[src/rtl/hazard_ctrl_pkg.sv]
// rtl/hazard_ctrl_pkg.sv - shared types and helpers for the pipeline hazard controller
package hazard_ctrl_pkg;

    // Operand source select for the execute-stage operand muxes.
    typedef enum logic [1:0] {
        REG = 2'b00,
        MEM = 2'b01,
        WB  = 2'b10
    } hu_src_e;

    // Hazard controller sequencing states.
    typedef enum logic [1:0] {
        RUN     = 2'b00,
        REDIR1  = 2'b01,
        REDIR2  = 2'b10,
        MC_WAIT = 2'b11
    } hc_state_e;

    localparam int unsigned REG_ADDR_W = 5;

    // A later stage produces the value of `rs` when it writes a matching,
    // non-zero destination; x0 is hard-wired and never forwarded.
    function automatic logic src_match(
        input logic                  we,
        input logic [REG_ADDR_W-1:0] rd,
        input logic [REG_ADDR_W-1:0] rs
    );
        return we && (rd == rs) && (rs != '0);
    endfunction

endpackage

[src/rtl/hazard_ctrl_fwd_sel.sv]
// rtl/hazard_ctrl_fwd_sel.sv - single-operand forwarding comparator
module hazard_ctrl_fwd_sel
    import hazard_ctrl_pkg::*;
(
    input  logic       en,
    input  logic [4:0] ex_rs,
    input  logic [4:0] mem_rd,
    input  logic       mem_reg_write,
    input  logic [4:0] wb_rd,
    input  logic       wb_reg_write,
    output hu_src_e    src
);

    logic hit_mem;
    logic hit_wb;

    assign hit_mem = src_match(mem_reg_write, mem_rd, ex_rs);
    assign hit_wb  = src_match(wb_reg_write, wb_rd, ex_rs);

    // MEM holds the younger result, so it wins over WB when both match.
    always_comb begin
        src = REG;
        if (en) begin
            if (hit_mem) begin
                src = MEM;
            end else if (hit_wb) begin
                src = WB;
            end
        end
    end

endmodule

[src/rtl/hazard_ctrl.sv]
// rtl/hazard_ctrl.sv - forwarding, load-use stall, redirect flush and multi-cycle hold control
module hazard_ctrl
    import hazard_ctrl_pkg::*;
#(
    parameter int CNT_W = 32
) (
    input  logic             clk,
    input  logic             reset,
    input  logic [4:0]       de_rs1,
    input  logic [4:0]       de_rs2,
    input  logic             de_use_rs1,
    input  logic             de_use_rs2,
    input  logic [4:0]       ex_rs1,
    input  logic [4:0]       ex_rs2,
    input  logic [4:0]       ex_rd,
    input  logic             ex_v,
    input  logic             ex_mem_read,
    input  logic             ex_mc_start,
    input  logic             mc_done,
    input  logic             pc_reset,
    input  logic [4:0]       mem_rd,
    input  logic [4:0]       wb_rd,
    input  logic             mem_reg_write,
    input  logic             wb_reg_write,
    output hu_src_e          rs1s,
    output hu_src_e          rs2s,
    output logic             stall_f,
    output logic             stall_d,
    output logic             bubble_d,
    output logic             stall_e,
    output logic             flush,
    output logic [CNT_W-1:0] stall_cnt,
    output logic [CNT_W-1:0] flush_cnt
);

    hc_state_e        state_q, state_d;
    logic [CNT_W-1:0] stall_cnt_q, stall_cnt_d;
    logic [CNT_W-1:0] flush_cnt_q, flush_cnt_d;

    logic in_run;
    logic dep_rs1;
    logic dep_rs2;
    logic ld_use;
    logic mc_begin;

    hazard_ctrl_fwd_sel u_fwd_rs1 (
        .en            (!reset),
        .ex_rs         (ex_rs1),
        .mem_rd        (mem_rd),
        .mem_reg_write (mem_reg_write),
        .wb_rd         (wb_rd),
        .wb_reg_write  (wb_reg_write),
        .src           (rs1s)
    );

    hazard_ctrl_fwd_sel u_fwd_rs2 (
        .en            (!reset),
        .ex_rs         (ex_rs2),
        .mem_rd        (mem_rd),
        .mem_reg_write (mem_reg_write),
        .wb_rd         (wb_rd),
        .wb_reg_write  (wb_reg_write),
        .src           (rs2s)
    );

    // Hazard detection: a load in execute feeding decode, and a multi-cycle op
    // that will not finish this cycle. A taken redirect kills both consumers,
    // so it masks the load-use check.
    always_comb begin
        in_run   = !reset && (state_q == RUN);
        dep_rs1  = de_use_rs1 && (de_rs1 == ex_rd);
        dep_rs2  = de_use_rs2 && (de_rs2 == ex_rd);
        ld_use   = in_run && !pc_reset && ex_v && ex_mem_read &&
                   (ex_rd != 5'd0) && (dep_rs1 || dep_rs2);
        mc_begin = in_run && !pc_reset && ex_v && ex_mc_start && !mc_done;
    end

    // Stall/bubble outputs; a held execute stage must keep the decode
    // instruction intact, so no bubble is injected while stall_e is high.
    always_comb begin
        stall_e  = mc_begin || (!reset && (state_q == MC_WAIT) && !mc_done);
        stall_f  = ld_use || stall_e;
        stall_d  = stall_f;
        bubble_d = ld_use && !stall_e;
        flush    = (state_q == REDIR1) || (state_q == REDIR2);
    end

    // Next-state logic: redirect beats multi-cycle start in RUN.
    always_comb begin
        state_d = state_q;
        unique case (state_q)
            RUN: begin
                if (pc_reset) begin
                    state_d = REDIR1;
                end else if (ex_v && ex_mc_start && !mc_done) begin
                    state_d = MC_WAIT;
                end
            end
            REDIR1: state_d = REDIR2;
            REDIR2: state_d = RUN;
            MC_WAIT: begin
                if (mc_done) begin
                    state_d = RUN;
                end
            end
            default: state_d = RUN;
        endcase
    end

    // Performance counters wrap naturally at 2^CNT_W.
    always_comb begin
        stall_cnt_d = stall_cnt_q + {{(CNT_W-1){1'b0}}, stall_f};
        flush_cnt_d = flush_cnt_q + {{(CNT_W-1){1'b0}}, flush};
    end

    // State and counter registers with synchronous reset.
    always_ff @(posedge clk) begin
        if (reset) begin
            state_q     <= RUN;
            stall_cnt_q <= '0;
            flush_cnt_q <= '0;
        end else begin
            state_q     <= state_d;
            stall_cnt_q <= stall_cnt_d;
            flush_cnt_q <= flush_cnt_d;
        end
    end

    assign stall_cnt = stall_cnt_q;
    assign flush_cnt = flush_cnt_q;

endmodule

[config.mk]
export PLATFORM = sky130hd
export DESIGN_NAME = hazard_ctrl
export DESIGN_NICKNAME = d
export VERILOG_FILES = /design/src/rtl/hazard_ctrl_pkg.sv /design/src/rtl/hazard_ctrl_fwd_sel.sv /design/src/rtl/hazard_ctrl.sv
export SDC_FILE = /design/constraint.sdc
export NUM_CORES = 1
export LEC_CHECK = 0
export BUFFER_PORTS_ARGS = -buffer_cell sky130_fd_sc_hd__buf_2
export CORE_MARGIN = 2
export CORE_UTILIZATION = 35
export CTS_CLUSTER_SIZE = 14
export DETAILED_ROUTE_END_ITERATION = 7
export PLACE_DENSITY = 0.61
export SLEW_MARGIN = 20
export SYNTH_ARGS = -nofsm -noshare
export SYNTH_HDL_FRONTEND = slang
export SYNTH_SLANG_ARGS = --single-unit
[constraint.sdc]
create_clock -name clk -period 4.4 [get_ports clk]
set_clock_uncertainty 0.2 [all_clocks]
set_input_delay 1.32 -clock clk [delete_from_list [all_inputs] [get_ports clk]]
set_output_delay 1.32 -clock clk [all_outputs]
set_load 0.01 [all_outputs]
==> impl_metrics.json, run 1 <==
{
  "io_buffers": 118,
  "vias": 3509,
  "status": "complete, no violations",
  "synth_cells": 421,
  "syn2layout_area_growth_pct": 26.1,
  "coreArea_sq_um": 9820,
  "path_cells": "buf_2, or4_1, nor2_1, nor4_1, nor4_1, buf_2",
  "hold_viol_final": 0,
  "worstPathRequired_ns": 2.88,
  "crit_path_end_kind": "primary output",
  "drt_iter0_drc": 146,
  "n_fill_cell": 1016,
  "die_area_sq_um": 11000,
  "die_h_microns": 105,
  "netlist_area_sq_um": 3560,
  "grt_pass1_vias": 3194,
  "initial_utilization_pct": 36.3,
  "hold_path.class": "flip-flop to flip-flop",
  "root_buffer": "clkbuf_8",
  "setup_viol": 0,
  "total_power_uw": 1340,
  "grt_max_degree": 40,
  "clk_latency_ns": 0.34,
  "io_pins": 119,
  "max_cap_viol_count": 0,
  "drcViolationCount": 0,
  "path_max_fanout": 3,
  "worst_pin_slew_ns": 0.827,
  "timing.final.crit_share_pct": 95.9,
  "cp_top_family": "simple AND/OR/NAND/NOR gates",
  "h-tree-depth": 3,
  "via_per_inst": 5.22,
  "finish.net_count": 589,
  "synth_ff_type": "dfxtp_1",
  "ff_latch_area_sq_um": 1320,
  "hpwl_microns": 6430,
  "cts_hold_buf": 0,
  "yosysSeqAreaShare_pct": 37.1,
  "clock.fmax_mhz": 237,
  "yosysWarnings": 0,
  "wirelength_microns": 8800,
  "cts_tree": "done",
  "synth.distinct_cells": 39,
  "max_stage_delay_ns": 0.51,
  "drive_gt1_share_pct": 26.5,
  "period_needed_ns": 4.22,
  "worstPathArrival_ns": 2.70,
  "power.density_nw_per_um2": 299,
  "clk_path_buf_depth": 2,
  "globalplace.congestion": 0.872,
  "clk_pin_slew_worst_paths_ns": 0.07,
  "ys_ff_latch": 66,
  "insertedDiodeCount": 0,
  "numCtsBuffers": 9,
  "drv_slew": 0,
  "multiInputGateArea_sq_um": 2110,
  "tns_ns": 0,
  "antenna_found_initial": 0,
  "die_x_microns": 105,
  "cts_sinks": 66,
  "synth_edf_count": 0,
  "critPathBufInv": 2,
  "leakage_uw": 0.00178,
  "cts_repair_resize_count": 0,
  "first_pass_iters": 4,
  "critPathLaunchType": "input port",
  "wl_per_cell_microns": 13.1,
  "fp-row-count": 36,
  "async_flop_share_pct": 0,
  "slew_headroom_pct": 44.7,
  "grt_remaining_overflow": 0,
  "slowest_stage": "or4_1",
  "route.antenna.remaining_nets": 0,
  "grt_first_pass_wirelength_microns": 14600,
  "synth_nets": 475,
  "cts_setup_buffers": 0,
  "crit_type": "input port to primary output",
  "rsz0062_at_grt": "no",
  "vdd_drop_max_uv": 119,
  "grtUsageTotal_pct": 16.1,
  "synth.avg_cell_area_sq_um": 8.46
}
-- per-layer routing --
metal	vias up	wire (microns)	global-route usage, %
met1	1613	3980	20.1
met4	0	169	7.43
met2	104	4090	26.2
met5	-	0	0
li1	1778	-	-
met3	14	555	3.62
-- power breakdown --
group	internal [uW]	switching, uW
clock	348	221
sequential	610	12.0
combinational	71.3	79.0
total	1030	312
-- worst reg2reg max path: stages (launching register included) --
cell	delay, ns
dfxtp_1	0.33
inv_1	0.10
ha_1	0.14
nor2b_1	0.20
a31oi_1	0.14
nor3_1	0.22
o21bai_1	0.19
ha_1	0.21
ha_1	0.20
nand3_1	0.11
or4_1	0.53
buf_4	0.19
or4_1	0.47
a21oi_1	0.14
-- logic make-up (layout without fill, tap and decap cells) --
logic type | count (synthesis) | count (layout) | synth area share [%]
AOI/OAI and AO/OA | 73 | 73 | 12.3
xor gates and xnor gates | 53 | 53 | 13.0
adders and majority gates | 8 | 8 | 2.81
buffers and inverters | 31 | 149 | 3.62
DFF | 66 | 66 | 37.1
muxes | 5 | 5 | 1.51
and+or+nand+nor | 185 | 185 | 29.7
-- synth_stat cells (2+ instances only) --
master | count | share of area [%]
or3_1 | 12 | 2.1
dfxtp_1 | 66 | 37
nand3_1 | 24 | 3.4
xor2_1 | 19 | 4.7
xnor2_1 | 34 | 8.4
clkbuf_1 | 14 | 1.5
and4_1 | 8 | 2.0
a21oi_1 | 34 | 4.8
o21ai_0 | 12 | 1.7
nor2b_1 | 12 | 2.1
nor4_1 | 13 | 2.3
o31ai_1 | 20 | 4.2
nor2_1 | 32 | 3.4
mux2_2 | 3 | 0.95
inv_1 | 10 | 1.1
and3_1 | 5 | 0.88
buf_1 | 4 | 0.42
ha_1 | 8 | 2.8
mux2i_1 | 2 | 0.56
or4_1 | 25 | 5.3
nor3_1 | 9 | 1.3
nand2_1 | 22 | 2.3
nand4_1 | 17 | 3.0
-- layout by cell type (no fill, tap or decap), drive strengths merged, types with 2 or more instances in the layout --
cell type and count:
buf 124, dfxtp 66, xnor2 34, a21oi 34, nor2 32, or4 26
nand3 24, nand2 22, o31ai 20, xor2 19, nand4 18, nor4 13
clkbuf 13, nor2b 12, o21ai 12, or3 12, inv 10, nor3 9
and4 8, ha 8, and3 5, mux2 3, mux2i 2, bufinv 2
-- final cells by class --
type                    instances  share of cell area, %
clock inverters                 2                   1.34
repair buffers                124                   14.1
clock buffers                  13                   3.54
flip-flops and latches         66                   29.4
well taps                     133                   3.70
inverters                      10                  0.835
multi-input cells             324                   47.0
-- state kept, by name, summed over array words and instances, names as in the netlist --
register / cells
stall_cnt: 32
flush_cnt: 32
state_q: 2
-- path summary, 6_finish.rpt --
path	endpoint	cells past startpoint	startpoint	slack [ns]
max	rs2s[1]	6	ex_rs2[1]	0.18
min	stall_cnt[31]	2	stall_cnt[31]	0.28
max reg2reg	stall_cnt[30]	13	state_q[1]	0.97
min reg2reg	stall_cnt[31]	2	stall_cnt[31]	0.28
-- per-stage QoR --
step	instances	util [%]	setup slack [ns]	hold slack, ns	cell area, sq um
final	672	45.8	0.182	0.279	4490
after CTS	672	45.8	0.178	0.278	4490
after global routing	672	45.8	0.0675	0.319	4490
after global placement	657	43.5	0.0715	0.260	4270
after detailed placement	657	43.5	0.00570	0.268	4270
after floorplan	421	-	0.145	0.294	3560
No activity file was read; power rests on OpenSTA's default activity.
==> inputs of run 2 (changes only) <==
RECOVER_POWER = 50   (was not set)
==> impl_metrics.json, run 2 (synthesis results as in run 1) <==
{
  "status": "complete, no violations",
  "pwr-share-clk_pct": 42.5,
  "route.antenna.remaining_nets": 0,
  "first_pass_iters": 4,
  "antenna_found_initial": 0,
  "critPathBufInv": 2,
  "cts_repair_resize_count": 0,
  "clock.fmax_mhz": 237,
  "final_area_sq_um": 4420,
  "drive_gt1_share_pct": 15.6,
  "globalplace.congestion": 0.872,
  "final_common_cell": "dfxtp_1",
  "clk_latency_ns": 0.34,
  "leakage_uw": 0.00152,
  "coreArea_sq_um": 9820,
  "die_x_microns": 105,
  "grt_pass1_vias": 3194,
  "switching_power_uw": 313,
  "hold_viol_final": 0,
  "initial_utilization_pct": 36.3,
  "p_comb_share_pct": 11.1,
  "worst_pin_slew_ns": 0.812,
  "max_stage_delay_ns": 0.51,
  "numCtsBuffers": 9,
  "dp_cells": 657,
  "fin_cells": 672,
  "tns_ns": 0,
  "root_buffer": "clkbuf_8",
  "h-tree-depth": 3,
  "grt_first_pass_wirelength_microns": 14600,
  "path_cells": "buf_2, or4_1, nor2_1, nor4_1, nor4_1, buf_2",
  "finish.net_count": 589,
  "critPathLaunchType": "input port",
  "fp-row-count": 36,
  "worstPathRequired_ns": 2.88,
  "rsz0062_at_grt": "no",
  "placed_cell_area_sq_um": 4270,
  "period_needed_ns": 4.23,
  "wirelength_microns": 8800,
  "syn2layout_area_growth_pct": 24.0,
  "slew_headroom_pct": 45.7,
  "layout_common_cells": "66 x dfxtp_1, 61 x clkbuf_1, 59 x buf_2, 34 x xnor2_1, 34 x a21oi_1",
  "r2r_setup_slack_ns": 0.97,
  "wl_per_cell_microns": 13.1,
  "crit_type": "input port to primary output",
  "drt_iter0_drc": 157,
  "switching_share_pct": 23.4,
  "hold_path.class": "flip-flop to flip-flop",
  "insertedDiodeCount": 0,
  "clk_path_buf_depth": 2,
  "vdd_drop_max_uv": 119,
  "grt_remaining_overflow": 0,
  "drv_slew": 0,
  "drcViolationCount": 0,
  "timing.final.crit_share_pct": 96.0,
  "layout_setup_ws_ns": 0.174,
  "power.density_nw_per_um2": 303,
  "crit_path_end_kind": "primary output",
  "path_max_fanout": 3,
  "die_h_microns": 105,
  "clk_pin_slew_worst_paths_ns": 0.07,
  "dp_slack_ns": 0.00570,
  "hpwl_microns": 6430,
  "vias": 3505,
  "cts_sinks": 66,
  "io_pins": 119,
  "max_cap_viol_count": 0,
  "setup_viol": 0,
  "cts_setup_buffers": 0,
  "cp_top_family": "simple AND/OR/NAND/NOR gates",
  "grtUsageTotal_pct": 16.1,
  "grt_max_degree": 40,
  "cts_hold_buf": 0,
  "cell_internal_pwr_uw": 1030,
  "worstPathArrival_ns": 2.71,
  "slowest_stage": "or4_1",
  "cts_tree": "done",
  "io_buffers": 118,
  "die_area_sq_um": 11000,
  "via_per_inst": 5.22,
  "p_seq_share_pct": 46.4
}
==> run 2: area by class of cell <==
| cell class | count | area, sq um |
|---|---|---|
| Tap cell | 133 | 166 |
| Sequential cell | 66 | 1320 |
| Multi-Input combinational cell | 324 | 2110 |
| Timing Repair Buffer | 124 | 562 |
| Inverter | 10 | 37.5 |
| Clock buffer | 13 | 159 |
| Clock inverter | 2 | 60.1 |
| Fill cell | 1044 | 5400 |
==> run 2: path summary, 6_finish.rpt <==
check | start | to | depth (start not counted)
worst max register to register | state_q[1] | stall_cnt[30] | 13
worst max-delay path | ex_rs2[1] | rs2s[1] | 6
worst min register to register | stall_cnt[31] | stall_cnt[31] | 2
worst min-delay path | stall_cnt[31] | stall_cnt[31] | 2
==> run 2: worst reg2reg max path, stage by stage (launching register included) <==
cell and delay (ns):
dfxtp_1 0.33, inv_1 0.10, ha_1 0.14, nor2b_1 0.21, a31oi_1 0.13, nor3_1 0.22
o21bai_1 0.19, ha_1 0.21, ha_1 0.20, nand3_1 0.11, or4_1 0.53, buf_4 0.19
or4_1 0.47, a21oi_1 0.14
==> run 2: stage by stage <==
| step | hold slack [ns] | total power, uW | util [%] |
|---|---|---|---|
| 2_1_floorplan | 0.294 | 725 | - |
| 3_3_place_gp | 0.260 | 784 | 43.5 |
| 3_5_place_dp | 0.268 | 788 | 43.5 |
| 4_1_cts | 0.278 | 1360 | 45.8 |
| 5_1_grt | 0.320 | 1410 | 45.0 |
| 6_report | 0.282 | 1340 | 45.0 |
==> run 2: layer usage <==
metal  track usage [%]  vias up  wire (microns)  part of all wire (%)
met4              7.43        0             169                   1.9
li1                  -     1776               -                     -
met5                 0        -               0                     0
met2              26.2      111            4090                    46
met3              3.62       14             552                   6.3
met1              20.1     1604            3990                    45
==> run 2: power by group through the flow <==
stage | Sequential, uW | Clock, uW | Combinational (uW)
floorplan | 635 | 0 | 89.7
global placement | 634 | 0 | 150
detailed placement | 635 | 0 | 153
CTS | 622 | 588 | 153
global route | 625 | 614 | 172
finish | 622 | 570 | 148
==> inputs of run 3 (changes only) <==
clock period = 4.8 ns   (was 4.4 ns; I/O delays follow)
==> impl_metrics.json, run 3 (synthesis results as in run 1) <==
{
  "io_pins": 119,
  "placed_cell_area_sq_um": 4250,
  "cts_repair_resize_count": 0,
  "drv_slew": 0,
  "hold_viol_final": 0,
  "p_seq_share_pct": 46.3,
  "io_buffers": 118,
  "fin_cells": 669,
  "cts_sinks": 66,
  "switching_share_pct": 23.5,
  "antenna_found_initial": 0,
  "cts_tree": "done",
  "hpwl_microns": 6420,
  "pwr-share-clk_pct": 42.6,
  "power.density_nw_per_um2": 280,
  "dp_slack_ns": 0.0897,
  "drt_iter0_drc": 98,
  "dp_cells": 654,
  "cell_internal_pwr_uw": 942,
  "vias": 3518,
  "finish.net_count": 586,
  "drive_gt1_share_pct": 16.0,
  "status": "complete, no violations",
  "crit_path_end_kind": "primary output",
  "grt_first_pass_wirelength_microns": 14600,
  "first_pass_iters": 4,
  "vdd_drop_max_uv": 160,
  "clock.fmax_mhz": 225,
  "hold_path.class": "flip-flop to flip-flop",
  "globalplace.congestion": 0.864,
  "critPathLaunchType": "input port",
  "wl_per_cell_microns": 13.2,
  "drcViolationCount": 0,
  "worstPathArrival_ns": 2.80,
  "leakage_uw": 0.00153,
  "path_max_fanout": 3,
  "root_buffer": "clkbuf_8",
  "fp-row-count": 36,
  "period_needed_ns": 4.44,
  "p_comb_share_pct": 11.1,
  "rsz0062_at_grt": "no",
  "grtUsageTotal_pct": 16.0,
  "worstPathRequired_ns": 3.16,
  "route.antenna.remaining_nets": 0,
  "switching_power_uw": 290,
  "slew_headroom_pct": 42.8,
  "grt_pass1_vias": 3135,
  "grt_max_degree": 40,
  "syn2layout_area_growth_pct": 23.6,
  "insertedDiodeCount": 0,
  "clk_latency_ns": 0.34,
  "cts_hold_buf": 0,
  "via_per_inst": 5.26,
  "final_common_cell": "dfxtp_1",
  "numCtsBuffers": 9,
  "timing.final.crit_share_pct": 92.4,
  "worst_pin_slew_ns": 0.855,
  "clk_path_buf_depth": 2,
  "clk_pin_slew_worst_paths_ns": 0.07,
  "crit_type": "input port to primary output",
  "cts_setup_buffers": 0,
  "die_h_microns": 105,
  "die_area_sq_um": 11000,
  "grt_remaining_overflow": 0,
  "die_x_microns": 105,
  "coreArea_sq_um": 9820,
  "max_cap_viol_count": 0,
  "h-tree-depth": 3,
  "initial_utilization_pct": 36.3,
  "final_area_sq_um": 4400,
  "setup_viol": 0,
  "layout_setup_ws_ns": 0.365,
  "layout_common_cells": "66 x dfxtp_1, 64 x buf_2, 56 x clkbuf_1, 34 x xnor2_1, 34 x a21oi_1",
  "wirelength_microns": 8850,
  "tns_ns": 0
}
run 3: final cells by class:
| type | count | area (sq um) |
|---|---|---|
| fill | 1055 | 5420 |
| timing repair buffer | 121 | 546 |
| clock inverter | 2 | 60.1 |
| sequential | 66 | 1320 |
| clock buffer | 13 | 159 |
| tap | 133 | 166 |
| inverter | 10 | 37.5 |
| multi-input combinational | 324 | 2110 |
run 3: routing by layer:
layer	up-vias	track usage (%)	part of all wire (%)
li1	1771	-	-
met1	1643	20.1	45
met2	94	25.7	47
met3	10	4.80	6.4
met4	0	5.81	1.5
met5	-	0	0
run 3: final timing paths:
| check | from | endpoint | slack, ns | depth (start not counted) |
|---|---|---|---|---|
| max | ex_rs2[1] | rs2s[1] | 0.36 | 6 |
| min | stall_cnt[31] | stall_cnt[31] | 0.29 | 2 |
| max reg2reg | state_q[1] | stall_cnt[30] | 1.22 | 12 |
| min reg2reg | stall_cnt[31] | stall_cnt[31] | 0.29 | 2 |
run 3: worst max-delay path, stage by stage:
cell	delay (ns)
buf_2	0.12
or4_1	0.51
nor2_1	0.14
nor4_1	0.09
nor4_1	0.31
buf_2	0.19
run 3: through the flow:
step / power [uW] / util (%) / hold slack, ns
after global routing: 1290 / 44.8 / 0.296
after CTS: 1260 / 45.5 / 0.283
final: 1230 / 44.8 / 0.289
after floorplan: 665 / - / 0.294
after global placement: 719 / 43.3 / 0.257
after detailed placement: 723 / 43.3 / 0.273
run 3: power groups by stage:
stage / registers, uW / logic, uW / clock network (uW)
after floorplan: 582 / 82.2 / 0
after global placement: 581 / 137 / 0
after detailed placement: 582 / 141 / 0
after CTS: 569 / 142 / 546
after global routing: 572 / 158 / 565
final: 569 / 137 / 524
